## config.mk

```make
export PLATFORM = sky130hd
export DESIGN_NAME = alu_share_arbiter
export DESIGN_NICKNAME = d
export VERILOG_FILES = /design/src/rtl/alu_pkg.sv /design/src/rtl/alu.sv /design/src/rtl/alu_share_arbiter_rr.sv /design/src/rtl/alu_share_arbiter.sv
export SDC_FILE = /design/constraint.sdc
export NUM_CORES = 1
export LEC_CHECK = 0
export CAP_MARGIN = 20
export CORE_MARGIN = 3
export CORE_UTILIZATION = 35
export DETAILED_ROUTE_END_ITERATION = 8
export PLACE_DENSITY = 0.72
export SYNTH_ARGS = -nofsm -noshare
export SYNTH_HDL_FRONTEND = slang
export SYNTH_SLANG_ARGS = --single-unit
export TNS_END_PERCENT = 20
```

## constraint.sdc

```tcl
create_clock -name clk -period 4.4 [get_ports clk]
set_input_delay 0.88 -clock clk [delete_from_list [all_inputs] [get_ports clk]]
set_output_delay 0.88 -clock clk [all_outputs]
set_load 0.01 [all_outputs]
```

## src/rtl/alu_pkg.sv

```systemverilog
// alu_pkg: shared ALU widths, opcode encoding and request bundle.
package alu_pkg;
    localparam int ALU_W = 32;
    localparam int ALU_CTRL_W = 4;
    typedef enum logic [ALU_CTRL_W-1:0] {
        ALU_AND = 4'b0000,
        ALU_OR  = 4'b0001,
        ALU_ADD = 4'b0010,
        ALU_SUB = 4'b0110,
        ALU_XOR = 4'b0100
    } alu_op_e;
    // op kept as raw bits so unsupported codes can still flow through
    typedef struct packed {
        logic [ALU_W-1:0]      in1;
        logic [ALU_W-1:0]      in2;
        logic [ALU_CTRL_W-1:0] op;
    } alu_req_t;
endpackage

```

## src/rtl/alu.sv

```systemverilog
// alu: combinational 32-bit AND/OR/ADD/SUB/XOR; other opcodes yield zero.
module alu
    import alu_pkg::*;
(
    input  logic [ALU_W-1:0]      in1_i,
    input  logic [ALU_W-1:0]      in2_i,
    input  logic [ALU_CTRL_W-1:0] op_i,
    output logic [ALU_W-1:0]      result_o,
    output logic                  zero_o
);
    assign result_o = op_i == ALU_AND ? in1_i & in2_i :
                      op_i == ALU_OR  ? in1_i | in2_i :
                      op_i == ALU_ADD ? in1_i + in2_i :
                      op_i == ALU_SUB ? in1_i - in2_i :
                      op_i == ALU_XOR ? in1_i ^ in2_i : '0;
    assign zero_o = (op_i == ALU_SUB) && (in1_i == in2_i);
endmodule

```

## src/rtl/alu_share_arbiter_rr.sv

```systemverilog
// rr_arbiter: round-robin one-hot grant; pointer moves past the winner.
module rr_arbiter #(
    parameter  int N  = 2,
    localparam int PW = $clog2(N)
) (
    input  logic         clk,
    input  logic         rst,
    input  logic [N-1:0] req_i,
    input  logic         en_i,
    output logic [N-1:0] grant_o
);
    logic [PW-1:0] rr_ptr_q, rr_ptr_d, j;
    // descending scan so the closest requester after the pointer wins
    always_comb begin
        grant_o = '0;
        rr_ptr_d = rr_ptr_q;
        j = '0;
        for (int k = N - 1; k >= 0; k--) begin
            j = PW'((int'(rr_ptr_q) + k) % N);
            if (en_i && req_i[j]) begin
                grant_o = '0;
                grant_o[j] = 1'b1;
                rr_ptr_d = (int'(j) == N - 1) ? '0 : j + 1'b1;
            end
        end
    end
    always_ff @(posedge clk or posedge rst) begin
        if (rst) rr_ptr_q <= '0;
        else if (en_i && |req_i) rr_ptr_q <= rr_ptr_d;
    end
endmodule

```

## src/rtl/alu_share_arbiter.sv

```systemverilog
// alu_share_arbiter: round-robin sharing of one ALU among NUM_REQ requesters
// with a single registered, id-tagged response slot.
module alu_share_arbiter
    import alu_pkg::*;
#(
    parameter  int NUM_REQ = 2,
    localparam int ID_W    = $clog2(NUM_REQ)
) (
    input  logic                          clk,
    input  logic                          rst,
    input  logic [NUM_REQ-1:0]            req_valid,
    output logic [NUM_REQ-1:0]            req_ready,
    input  logic [NUM_REQ*ALU_W-1:0]      req_in1,
    input  logic [NUM_REQ*ALU_W-1:0]      req_in2,
    input  logic [NUM_REQ*ALU_CTRL_W-1:0] req_op,
    output logic                          rsp_valid,
    input  logic                          rsp_ready,
    output logic [ID_W-1:0]               rsp_id,
    output logic [ALU_W-1:0]              rsp_result,
    output logic                          rsp_zero
);
    logic             slot_free, rsp_valid_q, rsp_valid_d, rsp_zero_q, rsp_zero_d;
    logic [ID_W-1:0]  rsp_id_q, rsp_id_d;
    logic [ALU_W-1:0] rsp_result_q, rsp_result_d;
    alu_req_t         sel;
    assign slot_free = !rsp_valid_q || rsp_ready;
    rr_arbiter #(.N(NUM_REQ)) u_arb (
        .clk    (clk),
        .rst    (rst),
        .req_i  (req_valid),
        .en_i   (slot_free && !rst),
        .grant_o(req_ready)
    );
    always_comb begin
        sel = '0;
        rsp_id_d = '0;
        for (int i = 0; i < NUM_REQ; i++) begin
            if (req_ready[i]) begin
                sel.in1 = req_in1[ALU_W*i +: ALU_W];
                sel.in2 = req_in2[ALU_W*i +: ALU_W];
                sel.op = req_op[ALU_CTRL_W*i +: ALU_CTRL_W];
                rsp_id_d = ID_W'(i);
            end
        end
    end
    alu u_alu (
        .in1_i   (sel.in1),
        .in2_i   (sel.in2),
        .op_i    (sel.op),
        .result_o(rsp_result_d),
        .zero_o  (rsp_zero_d)
    );
    // a new grant refills the slot even while the old response drains
    assign rsp_valid_d = |req_ready || (rsp_valid_q && !rsp_ready);
    always_ff @(posedge clk or posedge rst) begin
        if (rst) begin
            rsp_valid_q <= 1'b0;
            rsp_id_q <= '0;
            rsp_result_q <= '0;
            rsp_zero_q <= 1'b0;
        end else begin
            rsp_valid_q <= rsp_valid_d;
            if (|req_ready) begin
                rsp_id_q <= rsp_id_d;
                rsp_result_q <= rsp_result_d;
                rsp_zero_q <= rsp_zero_d;
            end
        end
    end
    assign rsp_valid = rsp_valid_q;
    assign rsp_id = rsp_id_q;
    assign rsp_result = rsp_result_q;
    assign rsp_zero = rsp_zero_q;
endmodule

```

==> flow_summary.json, run 1 <==
{
  "status": "finished clean",
  "layout.nets": 1549,
  "root_buffer": "clkbuf_16",
  "netlist.area_leader.share_pct": 17.3,
  "finalSetupViolCount": 0,
  "clock_latency_ns": 0.29,
  "place_area_mm2": 0.0105,
  "drtPass1Iterations": 5,
  "worst_slack_ns": 0.167,
  "pwr-share-comb_pct": 70.1,
  "synth_ff_type": "dfrtp_1",
  "clockBufferDepth": 2,
  "seq_power_share_pct": 16.8,
  "max_freq_mhz": 236,
  "yosysTopAreaCell": "ha_1",
  "initial_utilization_pct": 36.2,
  "fillCellCount": 1725,
  "synth.avg_cell_area_um2": 7.16,
  "num_vias": 8866,
  "hold-path-cell-count": 2,
  "min_period_over_period_pct": 96.2,
  "post-route-cell-area_mm2": 0.0112,
  "io_buffer_count": 177,
  "gp_congestion": 0.984,
  "maxSlewViolCount": 0,
  "worst-slew-pin-transition_ns": 0.680,
  "cts_tree": "built",
  "pre_cts_ws_ns": -0.648,
  "ios": 178,
  "p_leak_nw": 4.98,
  "grt_use_total_pct": 26.1,
  "antenna_found_initial": 0,
  "cts_hold_buf": 0,
  "crit_chain": "dlygate4sd2_1, nand2b_4, and3_4, buf_4, a22o_4, inv_4, ha_4, inv_1, fa_2, nor2b_2, o211ai_1, nand3_2, a221oi_4, o31a_1, o31a_1, o2111a_1, a211oi_2, a22oi_1, o21ai_1",
  "max_cap_viol_count": 0,
  "max_stage_delay_ns": 0.35,
  "drt-wirelength-per-cell_um": 18.3,
  "num_rows": 50,
  "ir_worst_vdd_v": 0.000135,
  "critPathTopFamily": "compound AO/OA/AOI/OAI gates",
  "final_common_cell": "buf_4",
  "htree_levels": 2,
  "worstHoldEndpoint": "rsp_result[7]$_DFFE_PP0P_",
  "grt_pass1_wl_um": 46100,
  "place.detailed.hpwl_um": 22100,
  "fin_crit_ns": 4.23,
  "timing_hold_violations_final": 0,
  "p_switching_w": 0.00119,
  "cpMostUsedCell": "o31a_1",
  "async_reset_ff_share_pct": 100,
  "clkSinkCount": 36,
  "coreArea_mm2": 0.0190,
  "finClkSkew_ns": 0.00876,
  "powerDensity_mw_per_mm2": 249,
  "die_height_um": 146,
  "path_buf_inv": 4,
  "ant_nets": 0,
  "die_width_um": 146,
  "synth-seq-area-share_pct": 13.1,
  "diodes": 0,
  "grt_max_degree": 41,
  "r2r_cells": 16,
  "drc_errors": 0,
  "most-common-layout-cells": "buf_4, clkdlybuf4s50_1, inv_1",
  "worstPathMaxFanout": 5,
  "yosys.cell_types.count": 74,
  "syn_area_mm2": 0.00686,
  "synthesis.nets": 1196,
  "synth_edf_count": 0,
  "drt_iter0_drc": 818,
  "critPathArrivalTime_ns": 4.40,
  "relSlewSlack_pct": 54.7,
  "r2r_slack_ns": 0.50,
  "grt_remaining_overflow": 0,
  "swShare_pct": 42.7,
  "clk_pin_slew_ns": 0.06,
  "crit_type": "in -> reg",
  "yosys_register_bits": 36,
  "cts_made_buffers": 5,
  "startpoint_type": "primary input",
  "drt_wl_total_um": 28800,
  "synth_area_leaders": "ha_1, dfrtp_1, a21oi_1, inv_1, o21ai_0",
  "area_growth_pct": 62.9,
  "postSynthCellCount": 958,
  "fin_hold_ws_ns": 0.478,
  "cp.required_ns": 4.56,
  "drt-vias-per-instance": 5.64,
  "drive_gt1_share_pct": 25.0,
  "pwr-share-clk_pct": 13.0,
  "hp-start": "rsp_result[7]$_DFFE_PP0P_",
  "slowest_stage": "fa_2",
  "r2r_end": "rsp_result[30]$_DFFE_PP0P_",
  "internal_power_w": 0.00159,
  "grt_pass1_vias": 8929,
  "critPathCaptureType": "flip-flop",
  "min_path_type": "reg -> reg",
  "die_area_mm2": 0.0213,
  "r2r-start": "u_arb.rr_ptr_q$_DFFE_PP0P_",
  "synth_warnings": 0
}
## kinds of logic after synthesis
family | Yosys count | share of synthesized area [%]
AOI/OAI and AO/OA | 392 | 39.6
and+or+nand+nor | 246 | 17.0
buffers and inverters | 165 | 9.47
adders and majority gates | 97 | 17.9
DFF | 36 | 13.1
xor gates and xnor gates | 22 | 2.81
## worst register-to-register path, delay by kind of cell (launching register included)
kind,cells,cell delay (ns)
flip-flops,1,0.43
AND/OR/NAND/NOR,4,0.78
AO/OA/AOI/OAI,9,1.86
adder cells (fa/ha/maj),1,0.38
buffers and inverters,2,0.30
## state kept, by name, indices dropped and copies added (netlist names)
signal	flops
rsp_id	1
rsp_result	32
rsp_zero	1
u_arb.rr_ptr_q	1
rsp_valid	1
## layout make-up
class	instances	area (um2)	share of cell area [%]
Inverter	95	363	3.25
Multi-Input combinational cell	757	5720	51.2
Timing Repair Buffer	416	3730	33.4
Clock inverter	1	5.00	0.0448
Sequential cell	36	901	8.06
Clock buffer	6	129	1.15
Tap cell	260	325	2.91
## power by group through the flow
stage | logic, W | registers [W] | clock network [W]
after global placement | 0.00176 | 0.000470 | 0
final | 0.00195 | 0.000468 | 0.000363
after detailed placement | 0.00178 | 0.000473 | 0
after global routing | 0.00210 | 0.000477 | 0.000377
after CTS | 0.00187 | 0.000468 | 0.000363
after floorplan | 0.000884 | 0.000492 | 0
## cells in the mapped netlist (all sizes together) (16+ instances only)
cell type,number
buf,21
nand3,18
a21oi,79
a22oi,37
inv,95
nand2,68
ha,95
o21ai,78
a22o,34
dfrtp,36
xnor2,16
nor2,80
clkbuf,49
a211oi,17
## how the worst max path moves through the flow
stage / start / cells after the start / to / slack (ns)
4_1_cts: req_valid[1] / 18 / rsp_result[27]$_DFFE_PP0P_ / 0.08
3_5_place_dp: req_valid[0] / 19 / rsp_result[26]$_DFFE_PP0P_ / -0.65
3_3_place_gp: rst / 19 / rsp_result[21]$_DFFE_PP0P_ / -0.57
6_report: rsp_ready / 19 / rsp_result[30]$_DFFE_PP0P_ / 0.17
5_1_grt: rsp_ready / 20 / rsp_result[25]$_DFFE_PP0P_ / -0.01
2_1_floorplan: rst / 17 / rsp_result[31]$_DFFE_PP0P_ / -0.42
## metrics by stage
step	cells	power [W]	utilization, %	TNS [ns]
5_1_grt	1571	0.00296	59.0	-0.0129
2_1_floorplan	958	0.00138	-	-5.09
3_3_place_gp	1546	0.00223	55.4	-7.77
6_report	1571	0.00278	59.0	0
3_5_place_dp	1546	0.00226	55.4	-9.54
4_1_cts	1566	0.00270	58.1	0
## layer usage
layer,global-route usage (%),part of all wire [%],vias to the layer above
met5,0,0,-
met4,8.70,3.5,0
met3,4.64,8.4,83
met2,44.0,46,466
met1,33.8,42,4111
li1,-,-,4206
## timing repair
item	4_1_cts	5_1_grt
endpoints found under the setup margin	17	16
gates cloned	3	0
setup buffers	11	5
gates resized for setup	50	33
pin swaps	36	18
endpoints found under the hold margin	0	0
Power figures use the tool's default switching activity.
==> run 2: changes to the inputs <==
SLEW_MARGIN = 30   (was default)
==> results of run 2 <==
Final layout, timing and power as in run 1 (identical DEF).
